$ cat config.mk
export PLATFORM = sky130hd
export DESIGN_NAME = mbist_fault_campaign
export DESIGN_NICKNAME = d
export VERILOG_FILES = /design/src/rtl/mbist_pkg.sv /design/src/rtl/mbist_watchdog.sv /design/src/rtl/mbist_fault_campaign.sv
export SDC_FILE = /design/constraint.sdc
export NUM_CORES = 1
export LEC_CHECK = 0
export CORE_MARGIN = 3
export CORE_UTILIZATION = 25
export CTS_BUF_LIST = sky130_fd_sc_hd__clkbuf_8
export DETAILED_ROUTE_END_ITERATION = 12
export SLEW_MARGIN = 10
export SYNTH_ARGS = -nofsm -noshare
export SYNTH_HDL_FRONTEND = slang
export SYNTH_SLANG_ARGS = --single-unit
$ cat constraint.sdc
create_clock -name clk -period 3.6 [get_ports clk]
set_input_delay 0.72 -clock clk [delete_from_list [all_inputs] [get_ports clk]]
set_output_delay 0.72 -clock clk [all_outputs]
set_load 0.03 [all_outputs]
$ cat src/rtl/mbist_pkg.sv
// Shared definitions for the MBIST fault-injection campaign: fault-kind codes,
// campaign FSM states and the saturating counter helper.
package mbist_pkg;

  localparam logic [2:0] FK_NONE = 3'd0;
  localparam logic [2:0] FK_SA0  = 3'd1;
  localparam logic [2:0] FK_SA1  = 3'd2;
  localparam logic [2:0] FK_INV  = 3'd3;
  localparam logic [2:0] FK_TR   = 3'd4;
  localparam logic [2:0] FK_WB   = 3'd5;
  localparam logic [2:0] FK_TFR  = 3'd6;
  localparam logic [2:0] FK_CPL  = 3'd7;

  typedef enum logic [3:0] {
    ST_IDLE,
    ST_SEEK,
    ST_APPLY,
    ST_RELEASE,
    ST_LAUNCH,
    ST_WAIT,
    ST_RECORD,
    ST_ADVANCE,
    ST_DONE
  } campaign_state_e;

  // Increment that sticks at the all-ones value of a width-bit counter (width <= 32).
  function automatic logic [31:0] sat_inc(input logic [31:0] value, input int unsigned width);
    logic [31:0] limit;
    limit = (width >= 32) ? '1 : ((32'd1 << width) - 32'd1);
    return (value >= limit) ? limit : value + 32'd1;
  endfunction

endpackage

$ cat src/rtl/mbist_watchdog.sv
// Clearable per-test watchdog; expired is high while enabled at count TIMEOUT_CYCLES-1.
module mbist_watchdog
  import mbist_pkg::*;
#(
  parameter int unsigned TO_WIDTH       = 24,
  parameter int unsigned TIMEOUT_CYCLES = 2000000
) (
  input  logic clk,
  input  logic reset_n,
  input  logic clear,
  input  logic enable,
  output logic expired
);

  localparam logic [TO_WIDTH-1:0] TERMINAL = TO_WIDTH'(TIMEOUT_CYCLES - 1);

  logic [TO_WIDTH-1:0] count;

  always_ff @(posedge clk or negedge reset_n) begin
    if (!reset_n)
      count <= '0;
    else if (clear)
      count <= '0;
    else if (enable && count != TERMINAL)
      count <= count + TO_WIDTH'(1);
  end

  assign expired = enable && (count == TERMINAL);

endmodule

$ cat src/rtl/mbist_fault_campaign.sv
// MBIST fault-injection campaign sequencer: sweeps enabled fault kinds over an
// address window. Optional MBIST_CAMPAIGN_STOP_ON_MISS_EN stops at the first escape.
module mbist_fault_campaign
  import mbist_pkg::*;
#(
  parameter int unsigned ADDR_WIDTH     = 8,
  parameter int unsigned KIND_WIDTH     = 3,
  parameter int unsigned CNT_WIDTH      = 16,
  parameter int unsigned TO_WIDTH       = 24,
  parameter int unsigned TIMEOUT_CYCLES = 2000000,
  parameter int unsigned SETTLE_CYCLES  = 4,
  parameter int unsigned TARGET_XOR     = 1
) (
  input  logic                       clk,
  input  logic                       reset_n,
  input  logic                       campaign_start,
  input  logic [2**KIND_WIDTH-1:0]   kind_mask,
  input  logic [ADDR_WIDTH-1:0]      addr_lo,
  input  logic [ADDR_WIDTH-1:0]      addr_hi,
  output logic                       inj_fault_enable,
  output logic [ADDR_WIDTH-1:0]      inj_fault_addr,
  output logic [KIND_WIDTH-1:0]      inj_fault_type,
  output logic [ADDR_WIDTH-1:0]      inj_fault_target,
  output logic                       bist_rst_n,
  output logic                       bist_start,
  input  logic                       bist_test_done,
  input  logic                       bist_fail_flag,
  input  logic [ADDR_WIDTH-1:0]      bist_fail_addr,
  output logic                       busy,
  output logic                       done,
  output logic [CNT_WIDTH-1:0]       total_tests,
  output logic [CNT_WIDTH-1:0]       detected,
  output logic [CNT_WIDTH-1:0]       timeouts,
  output logic                       res_valid,
  output logic [KIND_WIDTH-1:0]      res_kind,
  output logic [ADDR_WIDTH-1:0]      res_addr,
  output logic                       res_detected,
  output logic                       res_timeout,
  output logic [ADDR_WIDTH-1:0]      res_fail_addr
);

  localparam int unsigned            NUM_KINDS   = 2**KIND_WIDTH;
  localparam logic [KIND_WIDTH-1:0]  MAX_KIND    = '1;
  localparam int unsigned            SW          = $clog2(SETTLE_CYCLES + 1);
  localparam logic [SW-1:0]          SETTLE_LAST = SW'(SETTLE_CYCLES - 1);

  campaign_state_e         state, state_next;
  logic [KIND_WIDTH-1:0]   cur_kind, seek_kind;
  logic [ADDR_WIDTH-1:0]   cur_addr;
  logic [SW-1:0]           settle_cnt;
  logic                    seek_found, settle_last, wd_expired;

  mbist_watchdog #(
    .TO_WIDTH       (TO_WIDTH),
    .TIMEOUT_CYCLES (TIMEOUT_CYCLES)
  ) u_watchdog (
    .clk     (clk),
    .reset_n (reset_n),
    .clear   (state == ST_LAUNCH),
    .enable  (state == ST_WAIT),
    .expired (wd_expired)
  );

  // Lowest enabled kind at or above cur_kind, so masked-off kinds cost no cycles.
  always_comb begin
    seek_found = 1'b0;
    seek_kind  = cur_kind;
    for (int unsigned k = 1; k < NUM_KINDS; k++) begin
      if (!seek_found && kind_mask[KIND_WIDTH'(k)] && k >= 32'(cur_kind)) begin
        seek_found = 1'b1;
        seek_kind  = KIND_WIDTH'(k);
      end
    end
  end

  assign settle_last = (settle_cnt == SETTLE_LAST);

  always_ff @(posedge clk or negedge reset_n) begin
    if (!reset_n) state <= ST_IDLE;
    else          state <= state_next;
  end

  always_comb begin
    state_next = state;
    unique case (state)
      ST_IDLE, ST_DONE: if (campaign_start) state_next = ST_SEEK;
      ST_SEEK:          state_next = (!seek_found || addr_lo > addr_hi) ? ST_DONE : ST_APPLY;
      ST_APPLY:         if (settle_last) state_next = ST_RELEASE;
      ST_RELEASE:       if (settle_last) state_next = ST_LAUNCH;
      ST_LAUNCH:        state_next = ST_WAIT;
      ST_WAIT:          if (bist_test_done || wd_expired) state_next = ST_RECORD;
`ifdef MBIST_CAMPAIGN_STOP_ON_MISS_EN
      ST_RECORD:        state_next = res_detected ? ST_ADVANCE : ST_DONE;
`else
      ST_RECORD:        state_next = ST_ADVANCE;
`endif
      ST_ADVANCE:       state_next = (cur_addr == addr_hi && cur_kind == MAX_KIND) ? ST_DONE : ST_SEEK;
      default:          state_next = ST_IDLE;
    endcase
  end

  always_ff @(posedge clk or negedge reset_n) begin
    if (!reset_n) begin
      cur_kind         <= '0;
      cur_addr         <= '0;
      settle_cnt       <= '0;
      inj_fault_enable <= 1'b0;
      inj_fault_addr   <= '0;
      inj_fault_type   <= KIND_WIDTH'(FK_NONE);
      inj_fault_target <= '0;
      total_tests      <= '0;
      detected         <= '0;
      timeouts         <= '0;
      res_kind         <= '0;
      res_addr         <= '0;
      res_detected     <= 1'b0;
      res_timeout      <= 1'b0;
      res_fail_addr    <= '0;
    end else begin
      if (state != state_next)
        settle_cnt <= '0;
      else if (state == ST_APPLY || state == ST_RELEASE)
        settle_cnt <= settle_cnt + SW'(1);

      unique case (state)
        ST_IDLE, ST_DONE: if (campaign_start) begin
          total_tests <= '0;
          detected    <= '0;
          timeouts    <= '0;
          cur_kind    <= KIND_WIDTH'(FK_SA0);
          cur_addr    <= addr_lo;
        end
        ST_SEEK: if (state_next == ST_APPLY) begin
          cur_kind         <= seek_kind;
          inj_fault_enable <= 1'b1;
          inj_fault_type   <= seek_kind;
          inj_fault_addr   <= cur_addr;
          inj_fault_target <= cur_addr ^ ADDR_WIDTH'(TARGET_XOR);
        end
        // test_done takes priority over a coincident watchdog expiry
        ST_WAIT: if (bist_test_done) begin
          res_kind      <= cur_kind;
          res_addr      <= cur_addr;
          res_detected  <= bist_fail_flag;
          res_timeout   <= 1'b0;
          res_fail_addr <= bist_fail_addr;
        end else if (wd_expired) begin
          res_kind      <= cur_kind;
          res_addr      <= cur_addr;
          res_detected  <= 1'b0;
          res_timeout   <= 1'b1;
          res_fail_addr <= '0;
        end
        ST_RECORD: begin
          total_tests <= CNT_WIDTH'(sat_inc(32'(total_tests), CNT_WIDTH));
          if (res_detected) detected <= CNT_WIDTH'(sat_inc(32'(detected), CNT_WIDTH));
          if (res_timeout)  timeouts <= CNT_WIDTH'(sat_inc(32'(timeouts), CNT_WIDTH));
        end
        ST_ADVANCE: if (cur_addr == addr_hi) begin
          cur_addr <= addr_lo;
          if (cur_kind != MAX_KIND) cur_kind <= cur_kind + KIND_WIDTH'(1);
        end else begin
          cur_addr <= cur_addr + ADDR_WIDTH'(1);
        end
        default: ;
      endcase

      if (state != ST_DONE && state_next == ST_DONE)
        inj_fault_enable <= 1'b0;
    end
  end

  assign busy       = (state != ST_IDLE) && (state != ST_DONE);
  assign done       = (state == ST_DONE);
  assign res_valid  = (state == ST_RECORD);
  assign bist_start = (state == ST_LAUNCH);
  assign bist_rst_n = reset_n & (state != ST_APPLY);

endmodule

Word-level counts from Yosys, hierarchy flattened
Cells that the tools add are included.
{ "op_classes": {"n_eq_ne": 25, "reduce_logical": 46, "add_sub_neg": 7, "magnitude_cmp": 10, "n_mux": 55, "bitwise_logic": 2} }
{ "ops": {"columns": ["op", "count"], "rows": [
  ["two-way mux 16 bit", 6],
  ["one-hot mux 16 bit (2 select lines)", 3],
  ["adder 16 x 1 -> 16 bit (second input constant)", 3],
  ["greater-or-equal comparator 16 bit (second input constant)", 3],
  ["two-way mux 24 bit", 2],
  ["two-way mux 8 bit", 6],
  ["two-way mux 3 bit", 15],
  ["one-hot mux 4 bit (8 select lines)", 1],
  ["adder 24 x 1 -> 24 bit (second input constant)", 1],
  ["== test 24 x 21 -> 1 bit (second input constant)", 1],
  ["two-way mux 4 bit", 6],
  ["!= test 24 x 21 -> 1 bit (second input constant)", 1],
  ["logical AND 1 bit", 17],
  ["== test 4 x 3 -> 1 bit (second input constant)", 4],
  ["one-hot mux 8 bit (2 select lines)", 1],
  ["two-way mux 1 bit", 14],
  ["nonzero test 2 bit", 7],
  ["== test 4 x 2 -> 1 bit (second input constant)", 3],
  ["AND reduction 2 bit", 5],
  ["greater-or-equal comparator 3 bit (first input constant)", 3],
  ["one-hot mux 3 bit (3 select lines)", 1],
  ["adder 8 x 1 -> 8 bit (second input constant)", 1],
  ["== test 4 bit (second input constant)", 2],
  ["== test 8 bit", 1],
  ["23 further kinds", 38]
]} }
{ "word_totals": {"reg_bits": 131, "input_bits": 37, "output_inout_bits": 94, "word_cells": 162} }

Longest topological paths before layout
Gate-level depths: netlist (run 1).
{ "logic_depth": {"ltp_word": 34, "ltp_mapped": 11, "depth_no_buf": 9} }

Cells and area by module
A second synthesis (run 1) with hierarchy kept.
{ "unflattened": {"hier_cells": 716, "hier_area_um2": 6805.3} }
{ "by_module_without_submodules": {"columns": ["mod", "cells_each", "seq_area_each_um2", "area_per_inst_um2", "n_inst"], "rows": [
  ["mbist_fault_campaign", 577, 2502.4, 5492.8, 1],
  ["mbist_watchdog", 139, 600.6, 1312.5, 1]
]} }

Worst setup path before layout (run 1)
No wires, ideal clock.
{ "synth_path": {"path_kind": "input port to flip-flop", "from": "input addr_hi[1]", "to": "register cur_kind[0]", "setup_time_ps": 136, "required_ps": 3464, "path_buffers": 0, "arrival_ps": 2185, "path_stages": 9, "slack_ps": 1279, "path_cell_list": "inv_1 ha_1 nor2b_1 o211ai_1 a21oi_1 o22ai_1 a21oi_1 o21ai_0 or3b_2"} }
{ "synth_between": {"elab_chain_len": 7, "word_cells_on_any_way": 11, "classes_between": "1 x order compare; 4 x eq/ne; 3 x mux; 3 x reduce/logical"} }
{ "synth_lines": {"columns": ["element", "line_no", "text"], "rows": [
  ["start: declaration", "mbist_fault_campaign.sv:19", "input logic [ADDR_WIDTH-1:0] addr_hi,"],
  ["greater-than comparator 8 bit or == test 8 bit (tied branches)", "mbist_fault_campaign.sv:87, mbist_fault_campaign.sv:97, mbist_fault_campaign.sv:159", null],
  ["logical OR 1 bit or logical AND 1 bit (tied branches)", "mbist_fault_campaign.sv:87, mbist_fault_campaign.sv:97", null],
  ["two-way mux 4 bit, on equally long branches", "mbist_fault_campaign.sv:87, mbist_fault_campaign.sv:97", null],
  ["one-hot mux 4 bit (8 select lines)", "mbist_fault_campaign.sv:85", "unique case (state)"],
  ["== test 4 x 2 -> 1 bit", "mbist_fault_campaign.sv:133", "ST_SEEK: if (state_next == ST_APPLY) begin"],
  ["!= test 2 bit (no source line)", null, null],
  ["AND reduction 5 bit (no source line) *", null, null],
  ["end signal: assignment", "mbist_fault_campaign.sv:130", "cur_kind <= KIND_WIDTH'(FK_SA0);"],
  ["end signal: assignment", "mbist_fault_campaign.sv:134", "cur_kind <= seek_kind;"],
  ["end signal: assignment", "mbist_fault_campaign.sv:161", "if (cur_kind != MAX_KIND) cur_kind <= cur_kind + KIND_WIDTH'(1);"],
  ["end: declaration", "mbist_fault_campaign.sv:48", "logic [KIND_WIDTH-1:0] cur_kind, seek_kind;"]
]} }
Every way passes the cells marked *; elsewhere a longest branch is shown, timed or not.
A chain may end at the register's enable or synchronous reset.

Worst setup path in the final report (run 1)
{ "layout_path": {"from": "register state[2]", "to": "output res_valid"} }
{ "layout_between": {"elab_chain_len": 1} }
{ "layout_lines": {"columns": ["element", "line_no", "text"], "rows": [
  ["start: declaration", "mbist_fault_campaign.sv:47", "campaign_state_e state, state_next;"],
  ["start signal: assignment", "mbist_fault_campaign.sv:80", "else state <= state_next;"],
  ["== test 4 x 3 -> 1 bit", "mbist_fault_campaign.sv:175", "assign res_valid = (state == ST_RECORD);"],
  ["end: declaration", "mbist_fault_campaign.sv:34", "output logic res_valid,"]
]} }
Every way passes these cells.

==> results of run 1 <==
-- cells by family after synthesis --
logic type	Yosys count
buf+inv	57
compound gates	176
flops	124
xor+xnor	30
mux	14
fa+ha+maj	19
simple gates	306
-- cell usage after synthesis (9+ instances only) --
| cell | count |
|---|---|
| and3_1 | 17 |
| clkbuf_1 | 17 |
| a211oi_1 | 11 |
| a21oi_1 | 52 |
| xnor2_1 | 13 |
| dfrtp_1 | 124 |
| nor2_1 | 79 |
| nand3_1 | 44 |
| a22o_1 | 9 |
| nand4_1 | 14 |
| ha_1 | 19 |
| xor2_1 | 17 |
| o21ai_0 | 47 |
| a31oi_1 | 9 |
| nor3_1 | 23 |
| nand2_1 | 72 |
| mux2_2 | 10 |
| inv_1 | 23 |
-- flip-flops by register name, indices dropped and copies added (netlist names), 3 cells and up --
| signal | cells |
|---|---|
| cur_addr | 8 |
| cur_kind | 3 |
| detected | 16 |
| inj_fault_addr | 8 |
| inj_fault_type | 3 |
| res_addr | 8 |
| res_fail_addr | 8 |
| res_kind | 3 |
| settle_cnt | 3 |
| state | 4 |
| timeouts | 16 |
| total_tests | 16 |
| u_watchdog.count | 24 |
-- worst register-to-register path, cell delays in order, from the launching register on --
cell and delay (ps):
dfrtp_1 660, nand2b_4 130, or3b_1 420, inv_1 130
buf_4 220, and2_1 140, buf_4 180, nand2_1 110
nor2_1 180, nand3_1 120, nor3_1 180, a211oi_1 80
-- worst paths after layout --
path	from	end	slack [ps]	cells past startpoint
worst max-delay path	state[2]	res_valid	410	4
worst min-delay path	res_addr[7]	res_addr[7]	480	2
max in group asynchronous	reset_n	timeouts[14]	1780	3
worst max register to register	state[2]	detected[14]	940	11
worst min register to register	res_addr[7]	res_addr[7]	480	2
min in group asynchronous	reset_n	inj_fault_addr[6]	490	2
-- metal layers --
| metal | wire, um | vias up | part of all wire |
|---|---|---|---|
| li1 | - | 2861 | - |
| met5 | 0 | - | 0 |
| met4 | 218 | 0 | 0.012 |
| met1 | 8860 | 2853 | 0.48 |
| met2 | 8470 | 153 | 0.46 |
| met3 | 1030 | 15 | 0.055 |
-- per-stage QoR --
step                      hold slack (ps)  cell area [um2]  setup slack (ps)  cells
after global placement                462             8330               499   1168
final                                 483             8710               413   1199
after floorplan                       424             6720              1280    726
after CTS                             490             8710               370   1199
after global routing                  518             8710               278   1199
after detailed placement              473             8330               489   1168
-- power groups by stage --
stage          registers, uW  logic, uW  clock network, uW
3_3_place_gp            1880       1520                  0
5_1_grt                 1890       1670               1310
3_5_place_dp            1880       1540                  0
6_report                1850       1530               1200
4_1_cts                 1850       1550               1250
2_1_floorplan           1990        831                  0
-- area by class of cell --
| class | instances | area share |
|---|---|---|
| tap | 335 | 0.0481 |
| multi-input combinational | 545 | 0.384 |
| timing repair buffer | 141 | 0.159 |
| clock inverter | 12 | 0.0132 |
| sequential | 124 | 0.356 |
| inverter | 23 | 0.00991 |
| clock buffer | 19 | 0.0300 |
==> results.yml, run 1 <==
status:
  status: "complete, no violations"
sta:
  slew_violations: 0
  fmax_mhz: 314
  fin_crit_ps: 3190
  rsz0062_at_grt: "false"
  hold_viol: 0
  setup_viol_count_final: 0
  finalSetupTns_ps: 0
  worst_pin_slew_ps: 840
  relSlewSlack: 0.440
  finalCritPeriodShare: 0.885
  skew_ps: 14.6
power:
  netSwitchingFraction: 0.385
  power_frac_comb: 0.334
  p_int_uw: 2820
  p_clk_frac: 0.262
  p_switching_uw: 1770
  p_seq_frac: 0.404
  p_leak_uw: 0.00364
  power_uw: 4580
  ir_drop_mv: 0.341
  power.density_mw_per_mm2: 526
yosys:
  async_flop_share: 1.00
  synth.largest_area_cell: "dfrtp_1"
  syn_area_per_cell_um2: 9.25
  synth_top_family_by_area: "simple AND/OR/NAND/NOR gates"
  synth-seq-cells: 124
  synth_ff_type: "dfrtp_1"
  synth_fp_nets: 782
  synth_cells: 726
  synth.top_cells.by_area: "dfrtp_1 (46%), nor2_1 (4.4%), nand2_1 (4.0%), a21oi_1 (3.9%), ha_1 (3.5%)"
  ys_types: 70
  synth_fa_ha_area_frac: 0.0354
  syn_area_mm2: 0.00672
  synth-xor-area-share: 0.0391
  synth_mux_area_frac: 0.0227
  netlist.area_leader.share: 0.462
  synth-simple-area-share: 0.230
  synth-compound-area-share: 0.169
  synth_edf_count: 0
  ys_seq_area_frac: 0.462
  synth_warnings: 0
final_layout:
  drive_gt1_frac: 0.0995
  multi_input_area_mm2: 0.00334
  nets: 908
  n_fill_cell: 2720
  finish.utilization: 0.332
  syn2layout_area_growth_pct: 29.7
  seq_area_mm2: 0.00310
  mostFrequentLayoutCell: "clkdlybuf4s50_1"
  layout_common_cells: "clkdlybuf4s50_1 (128), dfrtp_1 (124), nor2_1 (79), nand2_1 (72), a21oi_1 (52)"
  antenna_cells: 0
setup_path:
  crit_path_cell_trace: "nand2b_4, or3b_1, inv_1, clkdlybuf4s50_1"
  cp_max_fo: 14
  path_class: "flop to primary output"
  cpPeakStageDelay_ps: 690
  cp_data_required_time_ps: 2880
  crit_path_end_kind: "primary output"
  path_buf_inv: 2
  critPathTopFamily: "buffers and inverters"
  cpMaxStageDelayCell: "clkdlybuf4s50_1"
  cp-start-kind: "flop"
  critPathArrivalTime_ps: 2470
global_route:
  grtUsageMet2: 0.206
  overflow: 0
  top_usage_layer: "met2"
  grt_max_degree: 64
  antenna_found_initial: 0
  grtUsageMet1: 0.179
  grt_pass1_vias: 5604
  track_usage: 0.131
  grt_first_pass_wirelength_um: 30200
  grtUsageMet3: 0.0346
job:
  max_cap_violations: 0
floorplan:
  core_area_mm2: 0.0262
  rows: 59
  die-area_mm2: 0.0289
  io_pins: 131
  die_w_um: 170
  start_util: 0.256
  die_y_um: 170
clocking:
  cts_tree: "built"
  cts_resized: 0
  postCtsSetupBuffers: 0
  clock_latency_ps: 440
  ctsLongestPathBuffers: 2
  cts-htree-levels: 4
  cts_sinks: 124
  cts-root-buf: "clkbuf_8"
  cts_hold_buf: 0
  cts_buffers: 17
  clk_pin_slew_ps: 80
route:
  drc: 0
  drt_wl_total_um: 18600
  post_drt_wl_per_cell_um: 15.5
  vias: 5882
  drt_first_pass_iters: 5
  via_per_inst: 4.91
  ant_nets: 0
  drt_iter0_drc: 482
worst_hold_path:
  hold_class: "flop to flop"
placement:
  hpwlAfterDp_um: 13400
  gp_congestion: 0.846
  port_buffers: 129
Note: power is estimated with default switching activity, not from simulation.
==> inputs of run 2 (changes only) <==
--- a/config.mk
+++ b/config.mk
@@ -9,7 +9,6 @@
 export CORE_UTILIZATION = 25
 export CTS_BUF_LIST = sky130_fd_sc_hd__clkbuf_8
 export DETAILED_ROUTE_END_ITERATION = 12
-export SLEW_MARGIN = 10
 export SYNTH_ARGS = -nofsm -noshare
 export SYNTH_HDL_FRONTEND = slang
 export SYNTH_SLANG_ARGS = --single-unit
==> results of run 2 <==
No change in the layout: final DEF, timing and power equal those of run 1.
